==> config.mk <==
export PLATFORM = sky130hd
export DESIGN_NAME = dmem_arb_flat
export DESIGN_NICKNAME = d
export VERILOG_FILES = /design/src/rtl/dmem_arb_if.sv /design/src/rtl/dmem_arb.sv /design/src/flat_wrapper.sv
export SDC_FILE = /design/constraint.sdc
export NUM_CORES = 1
export LEC_CHECK = 0
export ABC_AREA = 1
export ABC_CLOCK_PERIOD_IN_PS = 3700
export BUFFER_PORTS_ARGS = -buffer_cell sky130_fd_sc_hd__buf_2
export CAP_MARGIN = 30
export CORE_MARGIN = 2
export CORE_UTILIZATION = 33
export DETAILED_ROUTE_END_ITERATION = 10
export HOLD_SLACK_MARGIN = 0.08
export PLACE_DENSITY = 0.57
export SLEW_MARGIN = 20
export SYNTH_ARGS = -nofsm -noshare
export SYNTH_HDL_FRONTEND = slang
export SYNTH_SLANG_ARGS = --single-unit
==> constraint.sdc <==
create_clock -name clk -period 3.7 [get_ports clk]
set_input_delay 0.185 -clock clk [delete_from_list [all_inputs] [get_ports clk]]
set_output_delay 0.185 -clock clk [all_outputs]
set_load 0.05 [all_outputs]
==> src/rtl/dmem_arb_if.sv <==
// Bus bundle for dmem_arb: two requester ports (a = pipeline MEM stage, b = loader/debug)
// plus the word-wide data memory side.
interface dmem_arb_if #(
    parameter int Width = 32
);
    // Handshake: a requester raises req_x with we/size/uns/addr/wdata and holds them
    // stable until ack_x pulses for one cycle (err_x/rdata_x are valid with that pulse);
    // req_x may stay high during the ack cycle and must drop the cycle after.
    // Keeping it high longer starts a new access.
    logic             req_a;
    logic             we_a;
    logic [1:0]       size_a;
    logic             uns_a;
    logic [Width-1:0] addr_a;
    logic [Width-1:0] wdata_a;
    logic             ack_a;
    logic             err_a;
    logic [Width-1:0] rdata_a;

    logic             req_b;
    logic             we_b;
    logic [1:0]       size_b;
    logic             uns_b;
    logic [Width-1:0] addr_b;
    logic [Width-1:0] wdata_b;
    logic             ack_b;
    logic             err_b;
    logic [Width-1:0] rdata_b;

    logic [Width-1:0] mem_addr;
    logic             mem_we;
    logic [Width-1:0] mem_wr_data;
    logic [Width-1:0] mem_rd;

    modport slave (
        input  req_a, we_a, size_a, uns_a, addr_a, wdata_a,
        output ack_a, err_a, rdata_a,
        input  req_b, we_b, size_b, uns_b, addr_b, wdata_b,
        output ack_b, err_b, rdata_b,
        output mem_addr, mem_we, mem_wr_data,
        input  mem_rd
    );

    modport master (
        output req_a, we_a, size_a, uns_a, addr_a, wdata_a,
        input  ack_a, err_a, rdata_a,
        output req_b, we_b, size_b, uns_b, addr_b, wdata_b,
        input  ack_b, err_b, rdata_b,
        input  mem_addr, mem_we, mem_wr_data,
        output mem_rd
    );
endinterface

==> src/rtl/dmem_arb.sv <==
// Two-port round-robin data memory arbiter; sub-word stores are read-modify-write.
// Define DMEM_ARB_MISALIGN_CHK_EN to flag misaligned half/word accesses with err_x.
module dmem_arb #(
    parameter int Width = 32
) (
    input  logic          clk,
    input  logic          rst,
    dmem_arb_if.slave     bus,
    output logic [1:0]    o_state
);
    typedef enum logic [1:0] {
        IDLE   = 2'd0,
        ACCESS = 2'd1,
        MERGE  = 2'd2
    } state_t;

    state_t           r_state;
    logic             r_sel_b;
    logic             r_last_b;
    logic             r_we;
    logic [1:0]       r_size;
    logic             r_uns;
    logic [Width-1:0] r_addr;
    logic [Width-1:0] r_wdata;
    logic [Width-1:0] r_merge;
    logic             r_ack_a;
    logic             r_ack_b;
    logic [Width-1:0] r_rdata_a;
    logic [Width-1:0] r_rdata_b;

    logic             w_req_a;
    logic             w_req_b;
    logic             w_grant_b;
    logic             w_is_word;
    logic             w_misalign;
    logic [7:0]       w_byte;
    logic [15:0]      w_half;
    logic [Width-1:0] w_load_val;
    logic [Width-1:0] w_merged;
    logic             w_mem_we;

    // A port whose ack is showing this cycle is still holding req from the finished access.
    assign w_req_a   = bus.req_a & ~r_ack_a;
    assign w_req_b   = bus.req_b & ~r_ack_b;
    assign w_grant_b = w_req_b & (~w_req_a | ~r_last_b);
    assign w_is_word = r_size[1];

`ifdef DMEM_ARB_MISALIGN_CHK_EN
    logic r_err_a;
    logic r_err_b;
    assign w_misalign = ((r_size == 2'b01) & r_addr[0]) | (w_is_word & (|r_addr[1:0]));
    assign bus.err_a  = r_err_a;
    assign bus.err_b  = r_err_b;
`else
    assign w_misalign = 1'b0;
    assign bus.err_a  = 1'b0;
    assign bus.err_b  = 1'b0;
`endif

    assign w_byte = bus.mem_rd[{r_addr[1:0], 3'b000} +: 8];
    assign w_half = bus.mem_rd[{r_addr[1], 4'b0000} +: 16];

    always_comb begin
        w_load_val = bus.mem_rd;
        if (r_size == 2'b00) begin
            w_load_val = {{(Width-8){~r_uns & w_byte[7]}}, w_byte};
        end else if (r_size == 2'b01) begin
            w_load_val = {{(Width-16){~r_uns & w_half[15]}}, w_half};
        end
    end

    always_comb begin
        w_merged = r_merge;
        if (r_size == 2'b00) begin
            w_merged[{r_addr[1:0], 3'b000} +: 8] = r_wdata[7:0];
        end else begin
            w_merged[{r_addr[1], 4'b0000} +: 16] = r_wdata[15:0];
        end
    end

    // Reset gates the write strobe so an aborted access never reaches memory.
    assign w_mem_we = ~rst & (((r_state == ACCESS) & r_we & w_is_word & ~w_misalign) |
                              (r_state == MERGE));

    assign bus.mem_we      = w_mem_we;
    assign bus.mem_addr    = r_addr;
    assign bus.mem_wr_data = (r_state == MERGE) ? w_merged : r_wdata;
    assign bus.ack_a       = r_ack_a;
    assign bus.ack_b       = r_ack_b;
    assign bus.rdata_a     = r_rdata_a;
    assign bus.rdata_b     = r_rdata_b;
    assign o_state         = r_state;

    always_ff @(posedge clk) begin
        if (rst) begin
            r_state   <= IDLE;
            r_sel_b   <= 1'b0;
            r_last_b  <= 1'b1;
            r_we      <= 1'b0;
            r_size    <= 2'b00;
            r_uns     <= 1'b0;
            r_addr    <= '0;
            r_wdata   <= '0;
            r_merge   <= '0;
            r_ack_a   <= 1'b0;
            r_ack_b   <= 1'b0;
            r_rdata_a <= '0;
            r_rdata_b <= '0;
`ifdef DMEM_ARB_MISALIGN_CHK_EN
            r_err_a   <= 1'b0;
            r_err_b   <= 1'b0;
`endif
        end else begin
            r_ack_a <= 1'b0;
            r_ack_b <= 1'b0;
`ifdef DMEM_ARB_MISALIGN_CHK_EN
            r_err_a <= 1'b0;
            r_err_b <= 1'b0;
`endif
            case (r_state)
                IDLE: begin
                    if (w_req_a | w_req_b) begin
                        r_sel_b  <= w_grant_b;
                        r_last_b <= w_grant_b;
                        r_we     <= w_grant_b ? bus.we_b    : bus.we_a;
                        r_size   <= w_grant_b ? bus.size_b  : bus.size_a;
                        r_uns    <= w_grant_b ? bus.uns_b   : bus.uns_a;
                        r_addr   <= w_grant_b ? bus.addr_b  : bus.addr_a;
                        r_wdata  <= w_grant_b ? bus.wdata_b : bus.wdata_a;
                        r_state  <= ACCESS;
                    end
                end
                ACCESS: begin
                    if (w_misalign | ~r_we | w_is_word) begin
                        r_ack_a <= ~r_sel_b;
                        r_ack_b <= r_sel_b;
                        r_state <= IDLE;
`ifdef DMEM_ARB_MISALIGN_CHK_EN
                        r_err_a <= ~r_sel_b & w_misalign;
                        r_err_b <= r_sel_b & w_misalign;
`endif
                        if (~r_we & ~w_misalign) begin
                            if (r_sel_b) r_rdata_b <= w_load_val;
                            else         r_rdata_a <= w_load_val;
                        end
                    end else begin
                        r_merge <= bus.mem_rd;
                        r_state <= MERGE;
                    end
                end
                MERGE: begin
                    r_ack_a <= ~r_sel_b;
                    r_ack_b <= r_sel_b;
                    r_state <= IDLE;
                end
                default: r_state <= IDLE;
            endcase
        end
    end
endmodule

==> src/flat_wrapper.sv <==
// flat-port wrapper written by rule: the top's interface ports become plain ports
module dmem_arb_flat 
#(
    parameter int Width = 32
)
  (clk, rst, o_state, bus_req_a, bus_we_a, bus_size_a, bus_uns_a, bus_addr_a, bus_wdata_a, bus_ack_a, bus_err_a, bus_rdata_a, bus_req_b, bus_we_b, bus_size_b, bus_uns_b, bus_addr_b, bus_wdata_b, bus_ack_b, bus_err_b, bus_rdata_b, bus_mem_addr, bus_mem_we, bus_mem_wr_data, bus_mem_rd);
  dmem_arb_if #(.Width(Width)) bus_i ();
  input  logic clk;
  input  logic rst;
  output logic [1:0] o_state;
  input wire logic [$bits(bus_i.req_a)-1:0] bus_req_a;
  input wire logic [$bits(bus_i.we_a)-1:0] bus_we_a;
  input wire logic [$bits(bus_i.size_a)-1:0] bus_size_a;
  input wire logic [$bits(bus_i.uns_a)-1:0] bus_uns_a;
  input wire logic [$bits(bus_i.addr_a)-1:0] bus_addr_a;
  input wire logic [$bits(bus_i.wdata_a)-1:0] bus_wdata_a;
  output wire logic [$bits(bus_i.ack_a)-1:0] bus_ack_a;
  output wire logic [$bits(bus_i.err_a)-1:0] bus_err_a;
  output wire logic [$bits(bus_i.rdata_a)-1:0] bus_rdata_a;
  input wire logic [$bits(bus_i.req_b)-1:0] bus_req_b;
  input wire logic [$bits(bus_i.we_b)-1:0] bus_we_b;
  input wire logic [$bits(bus_i.size_b)-1:0] bus_size_b;
  input wire logic [$bits(bus_i.uns_b)-1:0] bus_uns_b;
  input wire logic [$bits(bus_i.addr_b)-1:0] bus_addr_b;
  input wire logic [$bits(bus_i.wdata_b)-1:0] bus_wdata_b;
  output wire logic [$bits(bus_i.ack_b)-1:0] bus_ack_b;
  output wire logic [$bits(bus_i.err_b)-1:0] bus_err_b;
  output wire logic [$bits(bus_i.rdata_b)-1:0] bus_rdata_b;
  output wire logic [$bits(bus_i.mem_addr)-1:0] bus_mem_addr;
  output wire logic [$bits(bus_i.mem_we)-1:0] bus_mem_we;
  output wire logic [$bits(bus_i.mem_wr_data)-1:0] bus_mem_wr_data;
  input wire logic [$bits(bus_i.mem_rd)-1:0] bus_mem_rd;
  assign bus_i.req_a = bus_req_a;
  assign bus_i.we_a = bus_we_a;
  assign bus_i.size_a = bus_size_a;
  assign bus_i.uns_a = bus_uns_a;
  assign bus_i.addr_a = bus_addr_a;
  assign bus_i.wdata_a = bus_wdata_a;
  assign bus_ack_a = bus_i.ack_a;
  assign bus_err_a = bus_i.err_a;
  assign bus_rdata_a = bus_i.rdata_a;
  assign bus_i.req_b = bus_req_b;
  assign bus_i.we_b = bus_we_b;
  assign bus_i.size_b = bus_size_b;
  assign bus_i.uns_b = bus_uns_b;
  assign bus_i.addr_b = bus_addr_b;
  assign bus_i.wdata_b = bus_wdata_b;
  assign bus_ack_b = bus_i.ack_b;
  assign bus_err_b = bus_i.err_b;
  assign bus_rdata_b = bus_i.rdata_b;
  assign bus_mem_addr = bus_i.mem_addr;
  assign bus_mem_we = bus_i.mem_we;
  assign bus_mem_wr_data = bus_i.mem_wr_data;
  assign bus_i.mem_rd = bus_mem_rd;
  dmem_arb #(.Width(Width)) u_core (.clk(clk), .rst(rst), .bus(bus_i), .o_state(o_state));
endmodule
### Word level (Yosys, flattened, before mapping)

Cells that the tools add are included.

* bits of input ports: 172
* output and inout port bits: 135
* word-level logic and storage cells: 70
* register bits: 170

* equal/unequal tests: 4
* reduce and logical (&&, ||, !) cells: 6
* shift-type cells: 6
* bitwise logic cells: 21
* muxes and demuxes: 18
* $add $sub $neg: 2

Operator list (count)
* 2-to-1 mux 32 bit: 6
* bitwise mux 32 bit: 2
* variable shift 16 x 7 -> 32 bit (first input constant): 1
* variable shift 8 x 7 -> 32 bit (first input constant): 1
* indexed part select 16 x 7 -> 32 bit: 1
* indexed part select 32 x 6 -> 16 bit: 1
* indexed part select 32 x 6 -> 8 bit: 1
* indexed part select 8 x 7 -> 32 bit: 1
* negation 5 -> 7 bit: 2
* inverter 1 bit: 9
* AND 1 bit: 8
* AND reduction 4 bit: 2
* 2-to-1 mux 2 bit: 3
* == test 2 x 1 -> 1 bit (second input constant): 2
* zero test 2 bit: 2
* 2-to-1 mux 1 bit: 4
* bitwise OR 1 bit: 4
* one-hot mux 1 bit (2 select lines): 2
* one-hot mux 2 bit (2 select lines): 1
* AND reduction 2 bit: 2
* == test 2 bit (second input constant): 1
* != test 2 x 1 -> 1 bit (second input constant): 1

### Depth between registers and ports, before layout

* word-level depth: 6
* depth in mapped cells: 11
* depth with buffers taken out: 9

### Worst setup path before layout

Ideal clock, no wire load.

* path kind: register to output
* start point: register u_core.r_addr[1] (netlist: u_core.bus.mem_addr[1])
* end point: output port bus_mem_wr_data[13]
* data arrival time: 2.835 ns
* path slack: 0.680 ns
* cell stages (with the launch flop): 12
* data required time: 3.515 ns
* buffers on the path: 4
* cell sequence: dfxtp_1 buf_4 inv_2 buf_4 buf_4 ha_1 inv_1 buf_2 nand3_1 o22ai_1 nand2_1 a21oi_1

* cells in the longest elaborated chain, start to end: 5

Ends and longest elaborated chain
* from (decl): RTL line dmem_arb.sv:23 `logic [Width-1:0] r_addr;`
* from (signal assigned): RTL line dmem_arb.sv:128 `r_addr <= w_grant_b ? bus.addr_b : bus.addr_a;`
* negation 5 -> 7 bit, on equally long branches: RTL line dmem_arb.sv:77, dmem_arb.sv:75
* indexed part select 16 x 7 -> 32 bit, or another cell as far along: RTL line dmem_arb.sv:77 `w_merged[{r_addr[1], 4'b0000} +: 16] = r_wdata[15:0];`
* bitwise mux 32 bit, on equally long branches: RTL line dmem_arb.sv:77, dmem_arb.sv:75
* 2-to-1 mux 32 bit (*): RTL line dmem_arb.sv:74 `if (r_size == 2'b00) begin`
* 2-to-1 mux 32 bit (*): RTL line dmem_arb.sv:87 `assign bus.mem_wr_data = (r_state == MERGE) ? w_merged : r_wdata;`
* to (decl): RTL line flat_wrapper.sv:31 `output wire logic [$bits(bus_i.mem_wr_data)-1:0] bus_mem_wr_data;`

Mark *: on every way between the ends. The rest lies on a longest branch, timed or not.

### Worst setup path in the final report

* start point: register u_core.r_addr[0] (netlist: u_core.bus.mem_addr[0])
* end point: output port bus_mem_wr_data[23]

* cells in the longest elaborated chain, start to end: 5

Ends and longest elaborated chain
* negation 5 -> 7 bit (*): RTL line dmem_arb.sv:75 `w_merged[{r_addr[1:0], 3'b000} +: 8] = r_wdata[7:0];`
* indexed part select 8 x 7 -> 32 bit or variable shift 8 x 7 -> 32 bit (tied branches): RTL line dmem_arb.sv:75
* bitwise mux 32 bit (*): RTL line dmem_arb.sv:75
* 2-to-1 mux 32 bit (*): RTL line dmem_arb.sv:74
* 2-to-1 mux 32 bit (*): RTL line dmem_arb.sv:87

Marks and branches as above.

==> summary.md <==
| Metric | Value |
|---|---|
| Post_cts resized | `0` |
| Final net count | `2079` |
| Slew margin rel. | `40.5%` |
| # IOs | `307` |
| Routability cong. | `0.900` |
| Buf/Inv on CP | `2` |
| RSZ-0062 raised after global routing | `false` |
| Least-Margin Pin Slew | `0.892 ns` |
| Req. time, crit path | `3.51 ns` |
| Initial antenna violation count | `0` |
| Via density | `4.72` |
| Synth area leader | `dfxtp_1` |
| 1st-pass router iterations | `5` |
| Max-cap viol count | `0` |
| Clock buffer depth | `2` |
| Clock network fraction of design power | `29.2%` |
| Post-route ant nets | `0` |
| Outcome | `finished clean` |
| H-tree level count | `4` |
| HPWL Detailed | `26500 um` |
| Post-synthesis sequential area ratio | `35.6%` |
| Reg-to-Reg Start | `u_core.o_state[0]` |
| Final Util | `44.6%` |
| Post-synth top area share | `35.6%` |
| Critical path class | `register to primary output` |
| Clock transition at the registers of the reported paths | `0.07 ns` |
| DIE AREA | `30300 um^2` |
| CTS tree | `done` |
| CP Cell Sequence | `inv_1 > ha_1 > nand4_1 > o21ai_0 > nand2_1 > a21oi_1 > buf_2` |
| # Post-CTS Setup Buffers | `0` |
| GRT Total Usage | `23.4%` |
| Post-Route Setup TNS | `0 ns` |
| VDD IR max | `0.000268 V` |
| Clock Sinks | `170` |
| Layout cells sized above 1 | `19.8%` |
| Combinational Power Share | `37.0%` |
| Highest Clock Rate | `0.291 GHz` |
| Crit path launch | `u_core.bus.mem_addr[0]` |
| Leakage | `6.74 nW` |
| Core Area | `28600 um^2` |
| PortBufs | `304` |
| Fillers | `3086` |
| Hold path startpoint | `bus_wdata_a[25]` |
| GRT Residual Overflow | `0` |
| Vias | `10800` |
| DIE HEIGHT | `174 um` |
| Setup violators final | `0` |
| Yosys cell types | `30` |
| Final Power | `6.36 mW` |
| Syn avg cell area | `6.09 um^2` |
| Tightest Hold Check Type | `input pin to register` |
| CTS Hold Bufs | `90` |
| Arr. time, crit path | `3.25 ns` |
| Crit share post-route | `92.9%` |
| Drc violations | `0` |
| Die Wd | `174 um` |
| Total CTS buffers | `17` |
| Global-route wire length before repair | `56000 um` |
| Worst skew pair latency | `0.43 ns` |
| Synth area leaders | `dfxtp_1, nand2_1, inv_1` |
| Skew final | `0.0106 ns` |
| Cell Area, Synth | `9550 um^2` |
| Cell Count Post-Placement | `2174` |
| CP max FO | `14` |
| Seq cells post-synth | `170` |
| Initial Util | `33.4%` |
| Cells after synthesis | `1568` |
| Switch Pwr | `2.69 mW` |
| Final WL | `35800 um` |
| Net Sw Frac | `42.3%` |
| Max Slew Vio Count | `0` |
| Row count | `62` |
| Largest net degree at the start of global routing | `69` |
| Final Hold Vio Count | `0` |
| Power per cell area | `498 nW/um^2` |
| Crit. End Element | `primary output` |
| Flop pwr share | `33.7%` |
| Final min period | `3.44 ns` |
| Vias in the first global route | `10300` |
| DRT iter0 DRCs | `645` |
| Area added between synthesis and finish | `33.6%` |
| Synth Warn # | `0` |
| Root buf cell | `clkbuf_16` |
| Wirelength per Cell | `15.6 um` |
| Crit start category | `register` |
| Final cell count without fillers | `2297` |
| Crit path largest cell delay | `0.61 ns` |
| Max stage delay cell, worst path | `dfxtp_1` |
| Internal power | `3.67 mW` |
| CP delay by family, top | `buffers and inverters` |
-- routing by layer --
layer	vias up	wire length [um]	track usage, %
met4	0	461	4.94
met3	31	2510	5.23
met1	4887	16000	30.3
li1	5518	-	-
met5	-	0	0
met2	400	16800	39.9
-- stage by stage --
stage | hold slack, ns | setup slack [ns] | instance area (um^2)
CTS | 0.0813 | 0.243 | 12800
finish | 0.0875 | 0.261 | 12800
floorplan | 0.376 | 0.680 | 9560
global route | 0.100 | 0.00397 | 12800
global placement | 0.447 | 0.807 | 11200
detailed placement | 0.445 | 0.747 | 11300
-- state kept, by name, summed over array words and instances, names as in the netlist --
| register | count |
|---|---|
| u_core.r_merge | 32 |
| u_core.bus.ack_b | 1 |
| u_core.r_wdata | 32 |
| u_core.bus.rdata_b | 32 |
| u_core.o_state | 2 |
| u_core.r_size | 2 |
| u_core.bus.rdata_a | 32 |
| u_core.bus.mem_addr | 32 |
| u_core.r_sel_b | 1 |
| u_core.r_last_b | 1 |
| u_core.r_we | 1 |
| u_core.r_uns | 1 |
| u_core.bus.ack_a | 1 |
-- power groups by stage --
stage | registers, mW | clock network [mW] | logic (mW)
after floorplan | 2.56 | 0 | 1.25
after global placement | 2.18 | 0 | 2.22
after detailed placement | 2.18 | 0 | 2.23
after CTS | 2.14 | 1.91 | 2.36
after global routing | 2.17 | 1.98 | 2.57
final | 2.15 | 1.86 | 2.36
-- worst register-to-register path, delay by kind of cell, from the launching register on --
| family | cells | cell delay (ns) |
|---|---|---|
| AND/OR/NAND/NOR | 3 | 0.54 |
| flip-flops | 1 | 0.34 |
| buffers and inverters | 5 | 1.44 |
| adder cells (fa/ha/maj) | 1 | 0.23 |
-- layout make-up --
cell class | instances | area (um^2) | area share, %
multi-input cells | 1026 | 4670 | 36.6
flip-flops and latches | 170 | 3400 | 26.7
repair buffers | 412 | 2580 | 20.3
inverters | 272 | 1020 | 8.00
well taps | 384 | 480 | 3.77
clock buffers | 17 | 425 | 3.33
clock inverters | 15 | 175 | 1.37
diodes | 1 | 2.50 | 0.0196
-- cells in the final DEF (no fill, tap or decap), drive strengths merged --
cell type / synthesis / routed
conb: 1 / 2
nand2: 429 / 429
o22ai: 25 / 25
clkbuf: 44 / 17
o21ai: 86 / 86
o211ai: 1 / 1
a22oi: 1 / 1
a21oi: 149 / 149
nand3: 167 / 167
nand4: 2 / 2
o21a: 25 / 25
nor2: 130 / 130
bufinv: 0 / 1
clkinvlp: 0 / 2
dfxtp: 170 / 170
inv: 272 / 281
nor3: 1 / 1
ha: 8 / 8
dlygate4sd3: 0 / 90
buf: 57 / 322
clkinv: 0 / 3
diode: 0 / 1
-- cells in the mapped netlist, drive strengths merged --
master / instances
a22oi: 1
buf: 57
nor3: 1
a21oi: 149
dfxtp: 170
nand4: 2
nor2: 130
conb: 1
nand3: 167
inv: 272
o22ai: 25
nand2: 429
clkbuf: 44
o211ai: 1
ha: 8
o21ai: 86
o21a: 25
-- path summary, 6_finish.rpt --
check | cells past startpoint | slack, ns | end
max reg2reg | 9 | 1.05 | u_core.bus.mem_addr[12]
min reg2reg | 2 | 0.46 | u_core.r_last_b
max | 7 | 0.26 | bus_mem_wr_data[23]
min | 5 | 0.09 | u_core.r_wdata[25]
-- cells by family after synthesis --
group | synth area share (%)
compound gates | 16.2
fa+ha+maj | 1.05
simple gates | 31.4
other cells | 0.0392
flops | 35.6
buf+inv | 15.7
Note: power is estimated with default switching activity, not from simulation.
